==> config.mk <==
export PLATFORM = sky130hd
export DESIGN_NAME = seq_divider
export DESIGN_NICKNAME = d
export VERILOG_FILES = /design/src/rtl/seq_divider.sv
export SDC_FILE = /design/constraint.sdc
export NUM_CORES = 1
export LEC_CHECK = 0
export CORE_ASPECT_RATIO = 1.1
export CORE_MARGIN = 4
export CORE_UTILIZATION = 50
export DETAILED_ROUTE_END_ITERATION = 8
export PLACE_DENSITY = 0.75
export SLEW_MARGIN = 20
export SYNTH_ARGS = -nofsm -noshare
export SYNTH_HDL_FRONTEND = slang
export SYNTH_SLANG_ARGS = --single-unit
==> constraint.sdc <==
create_clock -name clk -period 2.6 [get_ports clk]
set_input_delay 0.52 -clock clk [delete_from_list [all_inputs] [get_ports clk]]
set_output_delay 0.52 -clock clk [all_outputs]
set_load 0.01 [all_outputs]
==> src/rtl/seq_divider.sv <==
// Sequential restoring divider: one quotient bit per clock, start/busy/done handshake.
// Divide-by-zero skips the iteration and reports all-ones quotient with div_by_zero set.
module seq_divider #(
  parameter int unsigned DIVIDEND_W = 8,
  parameter int unsigned DIVISOR_W  = 4
) (
  input  logic                  clk,
  input  logic                  rst,
  input  logic                  start,
  input  logic [DIVIDEND_W-1:0] dividend,
  input  logic [DIVISOR_W-1:0]  divisor,
  output logic                  busy,
  output logic                  done,
  output logic [DIVIDEND_W-1:0] quotient,
  output logic [DIVISOR_W-1:0]  remainder,
  output logic                  div_by_zero
);

  localparam int unsigned CNT_W = $clog2(DIVIDEND_W + 1);
  localparam int unsigned PR_W  = DIVISOR_W + 1;

  typedef enum logic [1:0] {IDLE, RUN, DONE} state_t;

  state_t                state, state_nx;
  logic [CNT_W-1:0]      cnt, cnt_nx;
  logic [DIVIDEND_W-1:0] dvd, dvd_nx;
  logic [DIVISOR_W-1:0]  dvs, dvs_nx;
  logic [PR_W-1:0]       prem, prem_nx;
  logic                  busy_nx, done_nx, dbz_nx;
  logic [DIVIDEND_W-1:0] quotient_nx;
  logic [DIVISOR_W-1:0]  remainder_nx;

  // One restoring step: shift in the next dividend bit, trial-subtract, keep or restore.
  logic [PR_W-1:0]       shifted, diff, prem_step;
  logic                  borrow, qbit;
  logic [DIVIDEND_W-1:0] dvd_step;

  always_comb begin
    shifted        = PR_W'({prem, dvd[DIVIDEND_W-1]});
    {borrow, diff} = {1'b0, shifted} - {2'b00, dvs};
    qbit           = ~borrow;
    prem_step      = borrow ? shifted : diff;
    dvd_step       = {dvd[DIVIDEND_W-2:0], qbit};
  end

  always_ff @(posedge clk or posedge rst) begin
    if (rst) begin
      state       <= IDLE;
      cnt         <= '0;
      dvd         <= '0;
      dvs         <= '0;
      prem        <= '0;
      busy        <= 1'b0;
      done        <= 1'b0;
      quotient    <= '0;
      remainder   <= '0;
      div_by_zero <= 1'b0;
    end else begin
      state       <= state_nx;
      cnt         <= cnt_nx;
      dvd         <= dvd_nx;
      dvs         <= dvs_nx;
      prem        <= prem_nx;
      busy        <= busy_nx;
      done        <= done_nx;
      quotient    <= quotient_nx;
      remainder   <= remainder_nx;
      div_by_zero <= dbz_nx;
    end
  end

  always_comb begin
    state_nx     = state;
    cnt_nx       = cnt;
    dvd_nx       = dvd;
    dvs_nx       = dvs;
    prem_nx      = prem;
    busy_nx      = busy;
    done_nx      = 1'b0;
    quotient_nx  = quotient;
    remainder_nx = remainder;
    dbz_nx       = div_by_zero;

    case (state)
      IDLE: begin
        if (start) begin
          dvd_nx   = dividend;
          dvs_nx   = divisor;
          prem_nx  = '0;
          cnt_nx   = CNT_W'(DIVIDEND_W);
          dbz_nx   = 1'b0;
          busy_nx  = 1'b1;
          state_nx = (divisor == '0) ? DONE : RUN;
        end
      end
      RUN: begin
        dvd_nx  = dvd_step;
        prem_nx = prem_step;
        cnt_nx  = cnt - CNT_W'(1);
        if (cnt == CNT_W'(1)) begin
          state_nx     = DONE;
          done_nx      = 1'b1;
          quotient_nx  = dvd_step;
          remainder_nx = DIVISOR_W'(prem_step);
        end
      end
      DONE: begin
        // Normal runs arrive with done already raised; a zero divisor raises it here.
        if (done) begin
          state_nx = IDLE;
          busy_nx  = 1'b0;
        end else begin
          done_nx      = 1'b1;
          quotient_nx  = '1;
          remainder_nx = '0;
          dbz_nx       = 1'b1;
          cnt_nx       = '0;
        end
      end
      default: begin
        state_nx = IDLE;
        busy_nx  = 1'b0;
      end
    endcase
  end

endmodule
==> impl.org <==
** Clock network
- Clock sinks :: 37
- Clock transition at the registers of the reported paths :: 0.07 ns
- TritonCTS built the clock tree.
- No sink is reached through more buffers than the 2 on the longest clock path.
- The number of gates resized after CTS was 0.
- In this run, CTS created clock tree buffers numbering 5.
- # hold bufs at CTS :: 0
- CTS placed an instance of sky130_fd_sc_hd__clkbuf_8 at the clock tree root.
- In this run the number of H-tree levels came out at 2.
- Clock Latency Late Sink :: 0.29 ns
- Post-CTS timing repair inserted 0 buffers for setup.

** Logic synthesis
- Post-Syn Nets :: 221
- Cells after Synth :: 195
- The biggest area contributor in the post-synthesis netlist is sky130_fd_sc_hd__dfrtp_1.
- The Yosys step of the flow raised 0 warnings.
- The average instance in the mapped netlist occupies 10.2 µm².
- Among all flip-flop cells after synthesis, the most frequent one is sky130_fd_sc_hd__dfrtp_1.
- Unique masters post-synth :: 46
- By instance count, the leading cell after synthesis is sky130_fd_sc_hd__dfrtp_1.
- Ys async rst share :: 100%
- Counting flops with a built-in enable in the synthesized netlist gives 0.
- Area share of the largest cell type after synthesis :: 46.8%
- Register area share after synthesis :: 46.8%
- Most common library cells after synthesis :: 37 x sky130_fd_sc_hd__dfrtp_1, 22 x sky130_fd_sc_hd__nor2_1, 17 x sky130_fd_sc_hd__nand2_1
- Main area contributors after synthesis :: sky130_fd_sc_hd__dfrtp_1 47%, sky130_fd_sc_hd__ha_1 6.3%, sky130_fd_sc_hd__mux2i_1 4.6%
- The mapped netlist covers 0.00198 mm².
- Counting flops and latches in the post-synthesis netlist gives 37.

** Critical path
- At the worst endpoint, the required time is 2.77 ns.
- For the worst setup path, the data arrival time is 2.28 ns.
- The critical path in this run is classified as reg2reg.
- In this run the critical register-to-register path is launched from state[0].
- Category of the worst setup path launch point :: register
- The setup check on the worst reg-to-reg path leaves a slack of 0.49 ns.
- The most critical setup path has its startpoint at state[0].
- Counting cells, the worst reg-to-reg path comes to 5.
- The endpoint identified for the worst register-to-register timing path is cnt[3].
- In this run the worst path has a maximum fanout of 13.
- STA classifies the critical path endpoint as a register.

** Global routing
- Pin count of the biggest net entering global routing :: 38
- Global routing used 18.3% of the available tracks across all layers.
- The first global-routing pass estimated 6920 µm of wire.
- The via count of the first global-routing pass came to 1585.
- Remaining global-route overflow :: 0
- The number of antenna violations at the first check in global routing was 0.

** Worst hold path
- For hold timing, the worst endpoint is dvd[3].
- Startpoint of the tightest hold check path :: dvd[3]
- Class of the worst hold path :: reg2reg
- Counting instances, the worst hold path has a depth of 2.

** Placement
- The count of buffers added on input and output ports is 29.
- HPWL after DPL :: 3020 µm
- Routability-driven placement finished with a final weighted congestion of 0.843.
- After detailed placement, the total cell area comes to 0.00232 mm².
- Worst setup timing slack at the placement stage :: 0.394 ns

** Floorplan
- Horizontal die dimension :: 68.0 µm
- Core Rows :: 23
- The die is 74.0 µm tall.
- Initial Utilization :: 52.9%
- Boundary pin count :: 30
- The core region is 0.00374 mm².
- The die covers 0.00503 mm².

** STA
- Worst rel slew slack :: 63.2%
- Total Negative Setup Slacks :: 0 ns
- Transition at the pin with the smallest max-transition slack :: 0.551 ns
- Share of the clock period used by the worst path :: 81.2%
- Maximum clock frequency :: 474 MHz
- Setup violations remaining at the end of the flow were counted as 0.
- In the post-route analysis, the smallest setup slack over all paths is 0.489 ns.
- Final Hold Fails :: 0
- Final max-slew violation count :: 0
- Setup repair after global routing missed its margin :: false
- The clock arrives with 0.00666 ns of skew.
- The worst path in the final design needs a cycle of 2.11 ns, including I/O delays and setup.

** Job
- Max-cap check violation count :: 0

** Final layout
- Layout overhead on the synthesized area :: 24.2%
- Layout fillers :: 303
- Proportion of layout cells with a drive suffix above 1 :: 11.8%
- At the end of the flow the core is filled with cells to 65.7%.
- Layout Nets :: 254
- Post-layout instance area :: 0.00246 mm²
- The repair_antennas step left the layout with diodes totalling 0.

** Power and ir drop
- In this run the power density over the cells is 1230 mW/mm².
- Worst VDD drop :: 619 µV
- Static Leakage :: 1.06 nW
- The completed layout was analyzed and its total power is 3.03 mW.

** Drt
- Final routed DRC violation total :: 0
- The final route contains 1526 vias.
- Final ANT Viol Nets :: 0
- Vias per cell :: 5.47
- The first detailed-routing pass took 4 iterations.
- Per-cell routed wire length :: 14.3 µm
- The first routing iteration left 87 violations.
- The routed design has 3990 µm of wire.

** Status
- The run finished with clean final reports.
-- worst max-delay path, cell delays in order (launching register included) --
cell,delay (ns)
sky130_fd_sc_hd__dfrtp_1,0.42
sky130_fd_sc_hd__inv_1,0.09
sky130_fd_sc_hd__ha_1,0.36
sky130_fd_sc_hd__and2_1,0.25
sky130_fd_sc_hd__or3_1,0.48
sky130_fd_sc_hd__a221o_1,0.38
-- state kept, by name, indices dropped and copies added (netlist names) --
name / cells
quotient: 8
dvs: 4
remainder: 4
div_by_zero: 1
state: 2
dvd: 8
busy: 1
prem: 4
done: 1
cnt: 4
-- power by group --
group	switching, mW	internal [mW]
combinational	0.791	0.681
sequential	0.167	0.809
clock	0.201	0.381
total	1.16	1.87
-- layout by cell type, fill, tap and decap left out, types with 3 or more instances in the layout --
master                            count
sky130_fd_sc_hd__clkbuf_8             5
sky130_fd_sc_hd__dfrtp_1             37
sky130_fd_sc_hd__o21ai_0             14
sky130_fd_sc_hd__mux2i_1              9
sky130_fd_sc_hd__nand2_1             17
sky130_fd_sc_hd__a21oi_1              5
sky130_fd_sc_hd__buf_4                4
sky130_fd_sc_hd__nand4_1              3
sky130_fd_sc_hd__ha_1                10
sky130_fd_sc_hd__clkdlybuf4s50_1     29
sky130_fd_sc_hd__nor2b_1              6
sky130_fd_sc_hd__nor2_1              22
sky130_fd_sc_hd__mux2_2               4
sky130_fd_sc_hd__nand2b_1             3
sky130_fd_sc_hd__inv_1               13
sky130_fd_sc_hd__nor3_1               3
sky130_fd_sc_hd__a21oi_2              4
-- cell type report --
cell class / instances / area (µm²) / share of cell area, %
clock buffer: 5 / 68.8 / 2.80
clock inverter: 3 / 65.1 / 2.65
inverter: 13 / 48.8 / 1.98
multi-input combinational: 138 / 967 / 39.3
sequential: 37 / 926 / 37.7
tap: 50 / 62.6 / 2.54
timing repair buffer: 33 / 320 / 13.0
-- cells by family (layout without fill, tap and decap cells) --
kind of cell / count (synthesis) / after routing / synth area share, %
simple gates: 68 / 68 / 17.3
compound gates: 45 / 45 / 17.0
flops: 37 / 37 / 46.8
buf+inv: 20 / 54 / 4.36
mux: 13 / 13 / 6.83
fa+ha+maj: 11 / 11 / 7.33
xor+xnor: 1 / 1 / 0.443
-- worst max path at each step --
stage / endpoint / slack (ns)
2_1_floorplan: cnt[3] / 0.83
3_3_place_gp: cnt[3] / 0.48
3_5_place_dp: cnt[3] / 0.39
4_1_cts: cnt[3] / 0.49
5_1_grt: remainder[3] / 0.33
6_report: cnt[3] / 0.49
-- through the flow --
step | cells | hold WS, ns
finish | 279 | 0.505
global route | 279 | 0.534
CTS | 279 | 0.511
detailed placement | 271 | 0.493
global placement | 271 | 0.489
floorplan | 195 | 0.471
-- metal layers --
metal  up-vias  wire length [µm]  track usage (%)  share of wire, %
met2        40              2140             32.7                54
met1       730              1590             20.5                40
met3         8               190             4.53               4.8
li1        748                 -                -                 -
met4         0                69             7.73               1.7
met5         -                 0                0                 0
(Power assumes the default switching activity.)
